**config.mk**
```make
export PLATFORM = sky130hd
export DESIGN_NAME = fifo_write_arbiter
export DESIGN_NICKNAME = d
export VERILOG_FILES = /design/src/rtl/fifo_pkg.sv /design/src/rtl/rr_arbiter.sv /design/src/rtl/fifo_write_arbiter.sv
export SDC_FILE = /design/constraint.sdc
export NUM_CORES = 1
export LEC_CHECK = 0
export BUFFER_PORTS_ARGS = -buffer_cell sky130_fd_sc_hd__buf_2
export CAP_MARGIN = 15
export CORE_MARGIN = 2
export CORE_UTILIZATION = 40
export CTS_CLUSTER_SIZE = 10
export DETAILED_ROUTE_END_ITERATION = 10
export PLACE_DENSITY_LB_ADDON = 0.25
export SLEW_MARGIN = 0
export SYNTH_ARGS = -nofsm -noshare
export SYNTH_HDL_FRONTEND = slang
export SYNTH_SLANG_ARGS = --single-unit
```
**constraint.sdc**
```tcl
create_clock -name clk -period 5 [get_ports clk]
set_input_delay 0.25 -clock clk [delete_from_list [all_inputs] [get_ports clk]]
set_output_delay 0.25 -clock clk [all_outputs]
set_load 0.02 [all_outputs]
```
**src/rtl/fifo_pkg.sv**
```systemverilog
// Shared definitions for the FIFO write arbiter: header tag default, byte
// width, FSM state encoding and the record-length helper.
package fifo_pkg;

  localparam logic [3:0] HEADER_TAG_DEFAULT = 4'hA;
  localparam int         BYTE_W             = 8;

  typedef enum logic [1:0] {
    ST_IDLE    = 2'd0,
    ST_HEADER  = 2'd1,
    ST_PAYLOAD = 2'd2,
    ST_DONE    = 2'd3
  } wr_state_e;

  // Number of payload bytes carried by one record of data_w bits.
  function automatic int bytes_per_record(input int data_w);
    return data_w / BYTE_W;
  endfunction

endpackage

```
**src/rtl/rr_arbiter.sv**
```systemverilog
// Combinational round-robin picker: starting just after the last granted
// index and wrapping modulo N_REQ, the first eligible requester wins.
module rr_arbiter
  import fifo_pkg::*;
#(
  parameter int N_REQ = 3
) (
  input  logic [N_REQ-1:0] eligible,
  input  logic [1:0]       last,
  output logic             grant_valid,
  output logic [1:0]       grant_idx
);

  int   cand_s;
  logic hit_s;

  // Walk last+1, last+2, ... and keep the first eligible candidate.
  always_comb begin
    grant_valid = 1'b0;
    grant_idx   = 2'd0;
    cand_s      = 0;
    hit_s       = 1'b0;
    for (int k = 1; k <= N_REQ; k++) begin
      cand_s      = (int'(last) + k >= N_REQ) ? int'(last) + k - N_REQ : int'(last) + k;
      hit_s       = ~grant_valid & (|(eligible & (N_REQ'(1'b1) << cand_s)));
      grant_idx   = hit_s ? 2'(cand_s) : grant_idx;
      grant_valid = grant_valid | hit_s;
    end
  end

endmodule

```
**src/rtl/fifo_write_arbiter.sv**
```systemverilog
// Shares the byte-wide serial-out FIFO between N_REQ record producers.
// A granted record is latched, then written as one tag header byte followed
// by the payload MSB-first, stalling on fifo_full. The served requester gets
// a one-cycle done pulse and is masked for the following IDLE cycle so a late
// req drop does not cause a second grant.
module fifo_write_arbiter
  import fifo_pkg::*;
#(
  parameter int         N_REQ      = 3,
  parameter int         DATA_W     = 48,
  parameter logic [3:0] HEADER_TAG = HEADER_TAG_DEFAULT,
  parameter int         CNT_W      = 16
) (
  input  logic                    clk,
  input  logic                    rst_n,
  input  logic                    enable,
  input  logic [N_REQ-1:0]        req,
  input  logic [N_REQ*DATA_W-1:0] data,
  input  logic                    fifo_full,
  output logic                    fifo_wr_en,
  output logic [7:0]              fifo_din,
  output logic [N_REQ-1:0]        done,
  output logic                    busy,
  output logic [1:0]              grant_id,
  output logic [CNT_W-1:0]        record_count
);

  localparam int BYTES  = bytes_per_record(DATA_W);
  localparam int BCNT_W = $clog2(BYTES + 1);

  wr_state_e          state_r;
  logic [1:0]         last_r;
  logic [N_REQ-1:0]   mask_r;
  logic [DATA_W-1:0]  shift_r;
  logic [BCNT_W-1:0]  byte_cnt_r;
  logic [1:0]         grant_id_r;
  logic [N_REQ-1:0]   done_r;
  logic               busy_r;
  logic [CNT_W-1:0]   count_r;

  logic [N_REQ-1:0]   eligible_s;
  logic               grant_valid_s;
  logic [1:0]         grant_idx_s;
  logic               wr_en_s;
  logic [7:0]         din_s;

  assign eligible_s = req & ~mask_r;

  rr_arbiter #(
    .N_REQ (N_REQ)
  ) u_rr (
    .eligible    (eligible_s),
    .last        (last_r),
    .grant_valid (grant_valid_s),
    .grant_idx   (grant_idx_s)
  );

  // Byte presented to the FIFO; only the HEADER and PAYLOAD states write.
  always_comb begin
    wr_en_s = 1'b0;
    din_s   = 8'h00;
    case (state_r)
      ST_HEADER: begin
        din_s   = {HEADER_TAG, 2'b00, grant_id_r};
        wr_en_s = ~fifo_full;
      end
      ST_PAYLOAD: begin
        din_s   = shift_r[DATA_W-1 -: BYTE_W];
        wr_en_s = ~fifo_full;
      end
      default: begin
        din_s   = 8'h00;
        wr_en_s = 1'b0;
      end
    endcase
  end

  // Record FSM: grant, header, payload shift-out, done pulse and counters.
  always_ff @(posedge clk) begin
    if (!rst_n) begin
      state_r    <= ST_IDLE;
      last_r     <= 2'(N_REQ - 1);
      mask_r     <= '0;
      shift_r    <= '0;
      byte_cnt_r <= '0;
      grant_id_r <= 2'd0;
      done_r     <= '0;
      busy_r     <= 1'b0;
      count_r    <= '0;
    end else begin
      case (state_r)
        ST_IDLE: begin
          done_r <= '0;
          mask_r <= '0;
          if (enable && grant_valid_s) begin
            grant_id_r <= grant_idx_s;
            last_r     <= grant_idx_s;
            shift_r    <= data[grant_idx_s*DATA_W +: DATA_W];
            byte_cnt_r <= '0;
            busy_r     <= 1'b1;
            state_r    <= ST_HEADER;
          end
        end
        ST_HEADER: begin
          if (wr_en_s) begin
            state_r <= ST_PAYLOAD;
          end
        end
        ST_PAYLOAD: begin
          if (wr_en_s) begin
            shift_r    <= {shift_r[DATA_W-BYTE_W-1:0], {BYTE_W{1'b0}}};
            byte_cnt_r <= byte_cnt_r + BCNT_W'(1);
            if (byte_cnt_r == BCNT_W'(BYTES - 1)) begin
              done_r  <= N_REQ'(1'b1) << grant_id_r;
              state_r <= ST_DONE;
            end
          end
        end
        ST_DONE: begin
          done_r  <= '0;
          mask_r  <= N_REQ'(1'b1) << grant_id_r;
          count_r <= count_r + CNT_W'(1);
          busy_r  <= 1'b0;
          state_r <= ST_IDLE;
        end
        default: begin
          done_r  <= '0;
          busy_r  <= 1'b0;
          state_r <= ST_IDLE;
        end
      endcase
    end
  end

  assign fifo_wr_en   = wr_en_s;
  assign fifo_din     = din_s;
  assign done         = done_r;
  assign busy         = busy_r;
  assign grant_id     = grant_id_r;
  assign record_count = count_r;

endmodule

```
### Word-level counts from Yosys, hierarchy flattened

Cells that the tools add are included.

* output and inout port bits: 31
* word-level logic and storage cells: 86
* register bits after elaboration: 80
* input bits: 151

* add/sub/neg operators: 8
* equal/unequal tests: 8
* shifts and indexed selects: 5
* multipliers: 1
* reduce and logical (&&, ||, !) cells: 15
* bitwise gates (word level): 12
* multiplexer cells: 25
* magnitude comparators: 3

Operators by type and width (count)
* 144-bit by 9-bit indexed part select with 48-bit output: 1
* 32-bit two-way mux: 3
* 48-bit two-way mux: 2
* 48-bit case mux with 2 select lines: 1
* 1-bit by 32-bit << shifter with 3-bit output (first input constant): 3
* 32-bit by 3-bit subtractor with 32-bit output (second input constant): 3
* 32-bit by 3-bit >= comparator with 1-bit output (second input constant): 2
* 3-bit case mux with 2 select lines: 3
* 16-bit by 1-bit adder with 16-bit output (second input constant): 1
* 8-bit case mux with 2 select lines: 1
* 2-bit two-way mux: 7
* 3-bit AND: 4
* 3-bit two-way mux: 4
* 3-bit OR reduction: 3
* 2-bit inequality test (second input constant): 4
* 2-bit case mux with 4 select lines: 1
* 2-bit by 2-bit adder with 3-bit output (second input constant): 2
* 3-bit AND reduction: 2
* 2-bit nonzero test: 3
* 2-bit == test (second input constant): 2
* 2-bit by 2-bit multiplier with 4-bit output (second input constant): 1
* 2-bit AND reduction: 2
* 4-bit AND reduction: 1
* 2-bit OR reduction: 2
* 14 further kinds: 19

### Longest topological paths before layout

Gate-level depths: netlist (run 1).

* depth after elaboration: 16
* depth in mapped cells: 12
* gate-level depth less buffers: 9

### Cells and area by module

Synthesis (run 1) repeated with hierarchy kept, for this count alone.

* cell total of the unflattened synthesis: 523
* area, all modules: 4934.7 um^2

By module, submodules not included
* fifo_write_arbiter: instances 1, sequential area each 1581.5 um^2, cells an instance 502, area an instance 4768.3 um^2
* rr_arbiter: instances 1, sequential area each 0.0 um^2, cells an instance 21, area an instance 166.4 um^2

### Worst setup path after synthesis (run 1)

Ideal clock, no wire load.

* path kind: register to register
* from: reg last_r[0]
* to: reg shift_r[0]
* required time: 4.876 ns
* cell stages (with the launch flop): 12
* clock period less this slack: 2.555 ns
* setup time: 0.124 ns
* path buffers: 2
* arrival time: 2.431 ns
* setup slack: 2.445 ns
* cells stage by stage: dfxtp_1 -> inv_1 -> ha_1 -> and3b_1 -> a221oi_4 -> nor2_1 -> a311o_1 -> buf_6 -> buf_8 -> mux2_4 -> a22oi_2 -> o2bb2ai_1

* word-level cells in the longest chain between the ends: 16
* elaborated cells on any way between the ends: 37
* those cells by class: 6 x add/sub; 1 x mul; 3 x order compare; 1 x eq/ne; 4 x shift; 8 x mux; 9 x bitwise; 5 x reduce/logical

Ends and longest elaborated chain
* start, declared: RTL line fifo_write_arbiter.sv:32 `logic [1:0] last_r;`
* start signal, assigned: RTL line fifo_write_arbiter.sv:82 `last_r <= 2'(N_REQ - 1);`
* start signal, assigned: RTL line fifo_write_arbiter.sv:97 `last_r <= grant_idx_s;`
* 2-bit by 1-bit adder with 3-bit output: RTL line rr_arbiter.sv:24 `cand_s = (int'(last) + k >= N_REQ) ? int'(last) + k - N_REQ : int'(last) + k;`
* 32-bit by 3-bit subtractor with 32-bit output / 3-bit by 2-bit >= comparator with 1-bit output (equally long branches): RTL line rr_arbiter.sv:24
* 32-bit two-way mux: RTL line rr_arbiter.sv:24
* 1-bit by 32-bit << shifter with 3-bit output: RTL line rr_arbiter.sv:25 `hit_s = ~grant_valid & (|(eligible & (N_REQ'(1'b1) << cand_s)));`
* 3-bit AND: RTL line rr_arbiter.sv:25
* 3-bit OR reduction: RTL line rr_arbiter.sv:25
* 1-bit inverter: RTL line rr_arbiter.sv:25
* 1-bit AND: RTL line rr_arbiter.sv:25
* 1-bit bitwise OR: RTL line rr_arbiter.sv:27 `grant_valid = grant_valid | hit_s;`
* 1-bit inverter: RTL line rr_arbiter.sv:25
* 1-bit AND: RTL line rr_arbiter.sv:25
* 2-bit two-way mux: RTL line rr_arbiter.sv:26 `grant_idx = hit_s ? 2'(cand_s) : grant_idx;`
* 2-bit by 2-bit multiplier with 4-bit output: RTL line fifo_write_arbiter.sv:98 `shift_r <= data[grant_idx_s*DATA_W +: DATA_W];`
* 144-bit by 9-bit indexed part select with 48-bit output: RTL line fifo_write_arbiter.sv:98
* 48-bit two-way mux: RTL line fifo_write_arbiter.sv:95 `if (enable && grant_valid_s) begin`
* 48-bit case mux with 2 select lines: RTL line fifo_write_arbiter.sv:91 `case (state_r)`
* end signal, assigned: RTL line fifo_write_arbiter.sv:98
* end signal, assigned: RTL line fifo_write_arbiter.sv:111 `shift_r <= {shift_r[DATA_W-BYTE_W-1:0], {BYTE_W{1'b0}}};`
* end, declared: RTL line fifo_write_arbiter.sv:34 `logic [DATA_W-1:0] shift_r;`

Parallel ways exist; a longest one is shown, timed or not. The select of a mux whose other input is x is not followed.
A chain may end at the register's enable or synchronous reset.

### Worst setup path in the final report (run 1)

* from: reg last_r[0]
* to: reg shift_r[24]

Same word-level chain as after synthesis.

==> flow_summary.json, run 1 <==
{
  "p_sw_mw": 2.01,
  "hold_buffers": 0,
  "syn_avg_cell_area_um2": 8.65,
  "rsz0062_at_grt": "false",
  "crit_required_ps": 5210,
  "gp_congestion": 0.876,
  "ant_nets": 0,
  "synth_warnings": 0,
  "yosysTopAreaCell": "dfxtp_1",
  "rows": 40,
  "drv_slew": 0,
  "core_mm2": 0.0121,
  "tns_ps": 0,
  "area_growth_pct": 25.4,
  "synth.cell_area_mm2": 0.00498,
  "cts_tree": "yes",
  "final.fill_count": 1172,
  "status": "complete, no violations",
  "placedCellCount": 875,
  "hold_violations": 0,
  "cpMaxStageDelayCell": "a31o_2",
  "tightestPinTransition_ps": 1120,
  "grt_usage": 0.201,
  "initial_core_util": 0.413,
  "p_sw_frac": 0.462,
  "max-cap-violations": 0,
  "layout-drive-gt1-share": 0.317,
  "post_cts_buffers": 0,
  "power_density_mw_per_mm2": 696,
  "netlist_top_cells_count": "dfxtp_1, o21ai_0, mux2i_1, nor2_1, a31oi_1",
  "pwr-share-clk": 0.165,
  "fin_crit_sh": 0.766,
  "clk_pin_slew_worst_paths_ps": 60,
  "arrival_ps": 4050,
  "totalWireLength_um": 13900,
  "crit_fanout": 28,
  "cts-root-buf": "clkbuf_16",
  "synth_seq_cells": 79,
  "clockBufferDepth": 2,
  "critical-path-top-delay-family": "compound AO/OA/AOI/OAI gates",
  "die_h_um": 116,
  "synthesis.nets": 737,
  "cp-end-kind": "register",
  "io_buffers": 181,
  "htreeDepth": 3,
  "fin_nets": 880,
  "synth_flop_cell": "dfxtp_1",
  "ir_drop_uv": 481,
  "cts_made_buffers": 9,
  "grt_max_degree": 117,
  "r2r-end": "shift_r[24]",
  "antenna_found_initial": 1,
  "setup_slack_ps": 1170,
  "holdPathEnd": "shift_r[4]",
  "critPathMaxStageDelay_ps": 830,
  "layout_min_cycle_time_ps": 3830,
  "finalSetupViolations": 0,
  "first_global_vias": 4622,
  "drt_iter0_drc": 262,
  "power_mw": 4.35,
  "pin_count": 182,
  "ys_types": 52,
  "place_ws_ps": 1240,
  "r2r_cells": 10,
  "via_per_inst": 5.49,
  "final-instance-count-excl-fill": 891,
  "wl_per_cell_um": 15.6,
  "dp_hpwl_um": 9820,
  "antennaDiodeCount": 0,
  "synth.most_common_cell": "dfxtp_1",
  "path_cells": "inv_1 > ha_1 > nor3b_1 > a221o_1 > o32ai_2 > a31o_2 > buf_4 > mux2i_1 > o21ai_1 > a32o_1",
  "clock-sinks": 79,
  "reg2reg_from": "last_r[0]",
  "drt_pre_antenna_iters": 5,
  "critPathLaunchType": "register",
  "crit_buf_inv": 2,
  "crit_type": "register to register",
  "hold_class": "input pin to register",
  "synth_area_leaders": "dfxtp_1, mux2i_1, a32o_1, a31oi_1, o21ai_0",
  "drc": 0,
  "die_w_um": 116,
  "vias": 4893,
  "pwr-share-seq": 0.198,
  "power_leakage_nw": 2.62,
  "async_reset_ff_frac": 0,
  "max_clock_freq_mhz": 261,
  "holdPathStages": 3,
  "insertion_delay_ps": 330,
  "synth_top_area_frac": 0.317,
  "grt_pass1_wl_um": 21600,
  "finalClockSkew_ps": 5.87,
  "synth_edf_count": 0,
  "synthCells": 576,
  "slew_headroom": 0.252,
  "combPwrFrac": 0.637,
  "overflow": 0,
  "holdCritStartpoint": "data[100]",
  "cts_resized": 0,
  "synth-seq-area-share": 0.317,
  "p_int_mw": 2.34,
  "reg2reg_slack_ps": 1170,
  "dieArea_mm2": 0.0134
}
-- area by class of cell --
cell class	count	area (um2)	area share
clock inverters	3	65.1	0.0104
multi-input cells	429	3100	0.496
well taps	168	210	0.0337
inverters	12	45.0	0.00721
clock buffers	12	267	0.0427
flip-flops and latches	79	1580	0.253
repair buffers	188	981	0.157
-- logic make-up (layout without fill, tap and decap cells) --
logic type	count (synthesis)	count (layout)	synth area share
buffers and inverters	68	215	0.0670
AND/OR/NAND/NOR	131	131	0.138
AO/OA/AOI/OAI	222	222	0.315
XOR/XNOR	12	12	0.0211
flip-flops	79	79	0.317
adder cells (fa/ha/maj)	10	10	0.0251
multiplexers	54	54	0.117
-- power groups by stage --
stage	combinational [mW]	clock (mW)	sequential, mW
2_1_floorplan	2.26	0	0.859
3_3_place_gp	2.66	0	0.867
3_5_place_dp	2.74	0	0.870
4_1_cts	2.75	0.734	0.859
5_1_grt	3.04	0.761	0.875
6_report	2.77	0.719	0.859
-- layout by cell type (no fill, tap or decap), types with 4 or more instances in the layout --
cell,Yosys,routed
nand3b_1,4,4
inv_1,12,12
ha_1,10,9
mux2_4,8,8
xnor2_1,10,10
and3_1,4,4
a31oi_1,42,41
a32o_1,40,40
clkbuf_16,0,9
or3_1,5,5
a22oi_2,8,8
a21boi_0,6,6
o2bb2ai_1,8,8
o21ai_0,51,51
nor2b_1,16,16
buf_4,3,7
o21ai_1,40,39
mux2i_1,46,46
and2_1,17,17
nor2_1,46,46
nand3_1,9,9
dfxtp_1,79,79
buf_2,9,180
a21oi_1,6,6
nand2_1,16,16
-- metal layers --
metal  global-route usage  share of wire  vias up
met2                0.336           0.47      160
li1                     -              -     2447
met4               0.0643          0.011        2
met3               0.0288          0.055       15
met1                0.269           0.46     2269
met5                    0        0.00094        -
-- worst max path at each step --
stage | endpoint | cells after the start | startpoint
global route | shift_r[26] | 10 | last_r[0]
CTS | shift_r[24] | 10 | last_r[0]
finish | shift_r[24] | 10 | last_r[0]
floorplan | shift_r[0] | 11 | last_r[0]
detailed placement | shift_r[24] | 10 | last_r[0]
global placement | shift_r[24] | 10 | last_r[0]
-- sequential cells by signal, summed over array words and instances, names as in the netlist --
register / count
byte_cnt_r: 3
shift_r: 48
last_r: 2
busy: 1
state_r: 2
done: 3
mask_r: 3
grant_id: 1
record_count: 16
-- stage by stage --
stage	instance area (um2)	utilization	hold WS (ps)
finish	6250	0.518	205
global route	6250	0.518	218
CTS	6220	0.516	196
detailed placement	5890	0.488	445
global placement	5890	0.488	447
floorplan	4980	-	427
-- worst min-delay path: cells and delay by family --
kind	cells	cell delay [ps]
AOI/OAI and AO/OA	2	160
buffers and inverters	1	80
No activity file was read; power rests on OpenSTA's default activity.
==> inputs of run 2 (changes only) <==
ABC_AREA = 1   (was not set)
clock period = 3.75 ns   (was 5 ns; I/O delays follow)
==> run 2 against run 1 <==
Wire length is 11% higher. Critical endpoint is now shift_r[30]. Worst setup slack worse by 360 ps. Non-clock buffer count stayed put. Sequential share of layout area is 2.0 points lower. Flip-flop and latch count stayed put. Total power is 36% higher.
==> flow_summary.json, run 2 <==
{
  "cpMaxStageDelayCell": "dfxtp_1",
  "vias": 6208,
  "drc": 0,
  "first_global_vias": 5529,
  "via_per_inst": 4.86,
  "holdCritStartpoint": "data[96]",
  "tightestPinTransition_ps": 1110,
  "grt_max_degree": 81,
  "finalClockSkew_ps": 7.51,
  "holdPathEnd": "shift_r[0]",
  "highest_layer": "met4",
  "drt_pre_antenna_iters": 5,
  "power_leakage_nw": 3.47,
  "slew_headroom": 0.256,
  "clockBufferDepth": 2,
  "hold_violations": 0,
  "ys_types": 30,
  "totalWireLength_um": 15500,
  "synth_flop_cell": "dfxtp_1",
  "reg2reg_slack_ps": 810,
  "syn_avg_cell_area_um2": 5.86,
  "synth_area_leaders": "dfxtp_1, nand2_1, nor2_1, nand3_1, a21oi_1",
  "cts_resized": 0,
  "area_growth_pct": 21.4,
  "r2r_cells": 15,
  "fin_nets": 1252,
  "fin_crit_sh": 0.784,
  "cts-root-buf": "clkbuf_16",
  "arrival_ps": 3120,
  "grt_pass1_wl_um": 25400,
  "layout-drive-gt1-share": 0.205,
  "path_cells": "inv_1 > ha_1 > inv_2 > nand3_2 > inv_1 > nor2_2 > nand3_1 > nand2_1 > nor2_4 > buf_12 > nor2_1 > nor2_1 > nand2_1 > nand2_1 > a21oi_1",
  "met2_length_um": 6820,
  "overflow": 0,
  "cts_made_buffers": 9,
  "crit_type": "register to register",
  "critPathLaunchType": "register",
  "initial_core_util": 0.406,
  "max-cap-violations": 0,
  "cts_tree": "yes",
  "dieArea_mm2": 0.0149,
  "hold_class": "input pin to register",
  "final-instance-count-excl-fill": 1277,
  "post_cts_buffers": 0,
  "worst_hold_slack_ps": 207,
  "insertion_delay_ps": 340,
  "status": "complete, no violations",
  "ant_nets": 0,
  "htreeDepth": 3,
  "synth-seq-area-share": 0.283,
  "dp_hpwl_um": 10900,
  "layout_min_cycle_time_ps": 2940,
  "clock-sinks": 79,
  "max_clock_freq_mhz": 340,
  "synth_top_area_frac": 0.283,
  "pin_count": 182,
  "hold_buffers": 0,
  "synth_seq_cells": 79,
  "largest-register": "shift_r",
  "rows": 43,
  "finalSetupViolations": 0,
  "synth.cell_area_mm2": 0.00559,
  "r2r-end": "shift_r[30]",
  "synthesis.nets": 1115,
  "power_density_mw_per_mm2": 869,
  "grt_usage": 0.208,
  "crit_required_ps": 3930,
  "drt_iter0_drc": 339,
  "tns_ps": 0,
  "reg2reg_from": "last_r[0]",
  "crit_fanout": 64,
  "final_common_cell": "nand2_1",
  "final_cell_mix": "nand2_1, nor2_1, buf_2",
  "synth_warnings": 0,
  "holdPathStages": 5,
  "async_reset_ff_frac": 0,
  "largest_reg_flops": 48,
  "synth.most_common_cell": "nand2_1",
  "clk_pin_slew_worst_paths_ps": 60,
  "gp_congestion": 0.811,
  "placedCellCount": 1260,
  "drv_slew": 0,
  "final.fill_count": 1533,
  "rsz0062_at_grt": "false",
  "wl_per_cell_um": 12.1,
  "met3_length_um": 979,
  "crit_top_cell": "nand2_1",
  "io_buffers": 181,
  "yosysTopAreaCell": "dfxtp_1",
  "die_w_um": 122,
  "critPathMaxStageDelay_ps": 540,
  "antenna_found_initial": 0,
  "met1_length_um": 7410,
  "ir_drop_uv": 582,
  "synth_edf_count": 0,
  "cp-end-kind": "register",
  "netlist_top_cells_count": "nand2_1, nor2_1, nand3_1",
  "core_mm2": 0.0138,
  "die_h_um": 122,
  "synthCells": 954
}
run 2: cell count changes after synthesis, sizes merged, moves of 15 or more:
cell    delta
nand3    +101
nand3b    +44
mux2i     -46
and2      -17
a31oi     -42
o21ai     -76
inv       +72
nor2b     -18
a21oi     +69
a32o      -40
nand2    +220
buf       +15
nor2     +164
run 2: cell families after synthesis:
group | Yosys count | share of synthesized area
XOR/XNOR | 3 | 0.00470
AO/OA/AOI/OAI | 93 | 0.0845
flip-flops | 79 | 0.283
buffers and inverters | 148 | 0.117
adder cells (fa/ha/maj) | 10 | 0.0224
AND/OR/NAND/NOR | 621 | 0.488
run 2: how the worst max path moves through the flow:
| stage | startpoint | end | depth (start not counted) |
|---|---|---|---|
| detailed placement | last_r[0] | shift_r[47] | 16 |
| global route | last_r[0] | shift_r[15] | 16 |
| floorplan | last_r[0] | shift_r[27] | 18 |
| global placement | last_r[0] | shift_r[30] | 15 |
| finish | last_r[0] | shift_r[30] | 15 |
| CTS | last_r[0] | shift_r[28] | 16 |
run 2: report_power, final:
part,total (mW),leakage (nW),internal [mW],switching [mW]
sequential,1.34,0.646,1.15,0.188
combinational,3.68,2.69,1.27,2.41
clock,0.879,0.138,0.515,0.364
total,5.90,3.47,2.94,2.96
run 2: critical path, delay by kind of cell, from the launching register on:
family          cells  cell delay, ps
compound gates      1              60
simple gates        9            1120
buf+inv             4             660
fa+ha+maj           1             360
flops               1             540
run 2: final cells by class:
cell class	instances	area [um2]	area share
Clock inverter	7	71.3	0.0105
Antenna cell	1	2.50	0.000369
Multi-Input combinational cell	727	3360	0.496
Tap cell	180	225	0.0332
Clock buffer	9	225	0.0332
Sequential cell	79	1580	0.233
Inverter	86	323	0.0475
Timing Repair Buffer	188	996	0.147
run 2: metrics by stage:
| step | utilization | total power, mW | cell area [um2] | setup slack [ps] |
|---|---|---|---|---|
| after floorplan | - | 4.40 | 5590 | 1460 |
| after global placement | 0.471 | 5.01 | 6490 | 959 |
| after detailed placement | 0.471 | 5.03 | 6490 | 859 |
| after CTS | 0.493 | 5.93 | 6790 | 831 |
| after global routing | 0.493 | 6.55 | 6790 | 517 |
| final | 0.493 | 5.90 | 6790 | 811 |
run 2: per-layer routing:
metal / GRT usage / vias to the layer above
met4: 0.0625 / 0
met5: 0 / -
li1: - / 3287
met3: 0.0367 / 19
met1: 0.284 / 2707
met2: 0.334 / 195
==> inputs of run 3 (changes only) <==
clock period = 2.9 ns   (was 3.75 ns; I/O delays follow)
==> run 3 against run 2 <==
Final cell count is 0.55% higher. Die area stayed put. Total power increased by 32%. Worst hold slack lost 30 ps. Critical endpoint is now shift_r[36]. Largest power group unchanged. Highest routed layer unchanged.
==> flow_summary.json, run 3 (synthesized netlist as in run 2, its figures left out) <==
{
  "clock-sinks": 79,
  "clk_pin_slew_worst_paths_ps": 60,
  "power_density_mw_per_mm2": 1130,
  "fin_crit_sh": 0.864,
  "overflow": 0,
  "antenna_found_initial": 1,
  "layout-drive-gt1-share": 0.209,
  "die_h_um": 122,
  "clockBufferDepth": 2,
  "drt_pre_antenna_iters": 7,
  "drc": 0,
  "final_common_cell": "nand2_1",
  "wl_per_cell_um": 12.1,
  "max-cap-violations": 0,
  "vias": 6235,
  "first_global_vias": 5733,
  "cts_made_buffers": 9,
  "totalWireLength_um": 15500,
  "fin_nets": 1259,
  "status": "complete, no violations",
  "dieArea_mm2": 0.0149,
  "reg2reg_slack_ps": 390,
  "max_clock_freq_mhz": 399,
  "io_buffers": 181,
  "layout_min_cycle_time_ps": 2510,
  "crit_type": "register to register",
  "cts_tree": "yes",
  "slew_headroom": 0.560,
  "via_per_inst": 4.86,
  "hold_violations": 0,
  "reg2reg_from": "last_r[0]",
  "rows": 43,
  "tns_ps": 0,
  "crit_required_ps": 3170,
  "hold_class": "input pin to register",
  "cp-end-kind": "register",
  "grt_max_degree": 65,
  "finalClockSkew_ps": 6.27,
  "ir_drop_uv": 582,
  "critPathLaunchType": "register",
  "power_mw": 7.76,
  "drt_iter0_drc": 418,
  "final_cell_mix": "nand2_1, nor2_1, buf_2",
  "cts-root-buf": "clkbuf_16",
  "hold_buffers": 0,
  "tightestPinTransition_ps": 658,
  "largest-register": "shift_r",
  "ant_nets": 0,
  "endpoint": "shift_r[36]",
  "largest_reg_flops": 48,
  "pin_count": 182,
  "insertion_delay_ps": 340,
  "rsz0062_at_grt": "false",
  "post_cts_buffers": 0,
  "area_growth_pct": 22.7,
  "drv_slew": 0,
  "r2r-end": "shift_r[36]",
  "grt_usage": 0.211,
  "crit_fanout": 64,
  "cts_resized": 0,
  "grt_pass1_wl_um": 25800,
  "die_w_um": 122,
  "htreeDepth": 3,
  "dp_hpwl_um": 11000,
  "finalSetupViolations": 0,
  "initial_core_util": 0.406,
  "arrival_ps": 2770,
  "core_mm2": 0.0138,
  "final.fill_count": 1506,
  "r2r_cells": 15,
  "cp-startpoint": "last_r[0]",
  "gp_congestion": 0.814,
  "power_leakage_nw": 3.51
}
-- run 3: worst min path at each step --
stage / depth (start not counted) / slack (ps) / end / startpoint
finish: 5 / 180 / shift_r[1] / data[97]
global route: 5 / 210 / shift_r[1] / data[97]
CTS: 5 / 170 / shift_r[1] / data[97]
detailed placement: 2 / 450 / done[1] / done[1]
global placement: 2 / 450 / done[2] / done[2]
floorplan: 1 / 380 / fifo_wr_en / fifo_full
-- run 3: final cells by class --
cell class / count / area [um2] / share of cell area
multi-input cells: 727 / 3360 / 0.490
clock buffers: 11 / 233 / 0.0339
well taps: 180 / 225 / 0.0328
inverters: 86 / 323 / 0.0470
clock inverters: 5 / 58.8 / 0.00857
flip-flops and latches: 79 / 1580 / 0.230
diodes: 1 / 2.50 / 0.000365
repair buffers: 195 / 1070 / 0.156
-- run 3: routing by layer --
| layer | up-vias | track usage | wire length, um |
|---|---|---|---|
| met3 | 16 | 0.0274 | 857 |
| met5 | - | 0 | 0 |
| met2 | 173 | 0.352 | 7100 |
| li1 | 3300 | - | - |
| met1 | 2746 | 0.283 | 7280 |
| met4 | 0 | 0.0668 | 232 |
-- run 3: stage by stage --
stage / setup slack (ps) / util / hold slack, ps / std cells / cell area (um2)
finish: 395 / 0.498 / 177 / 1284 / 6860
global route: 49.2 / 0.498 / 213 / 1284 / 6860
CTS: 413 / 0.498 / 173 / 1283 / 6860
detailed placement: 440 / 0.477 / 454 / 1267 / 6570
global placement: 503 / 0.477 / 450 / 1267 / 6570
floorplan: 615 / - / 377 / 954 / 5590
-- run 3: critical path, stage by stage (launching register included) --
cell and delay [ps]:
dfxtp_1 320, inv_1 70, ha_1 330, inv_2 70, nand3_2 80, inv_1 50, nor2_2 160, nand3_1 100
nand2_2 100, buf_4 510, nand3_1 130, nor2_1 140, nor2_1 50, nand2_1 110, nand2_1 60, a21oi_1 120
-- run 3: power breakdown --
part           switching (mW)  total, mW  internal (mW)
clock network           0.454       1.12          0.667
registers               0.224       1.71           1.49
logic                    3.18       4.93           1.75
total                    3.86       7.76           3.90
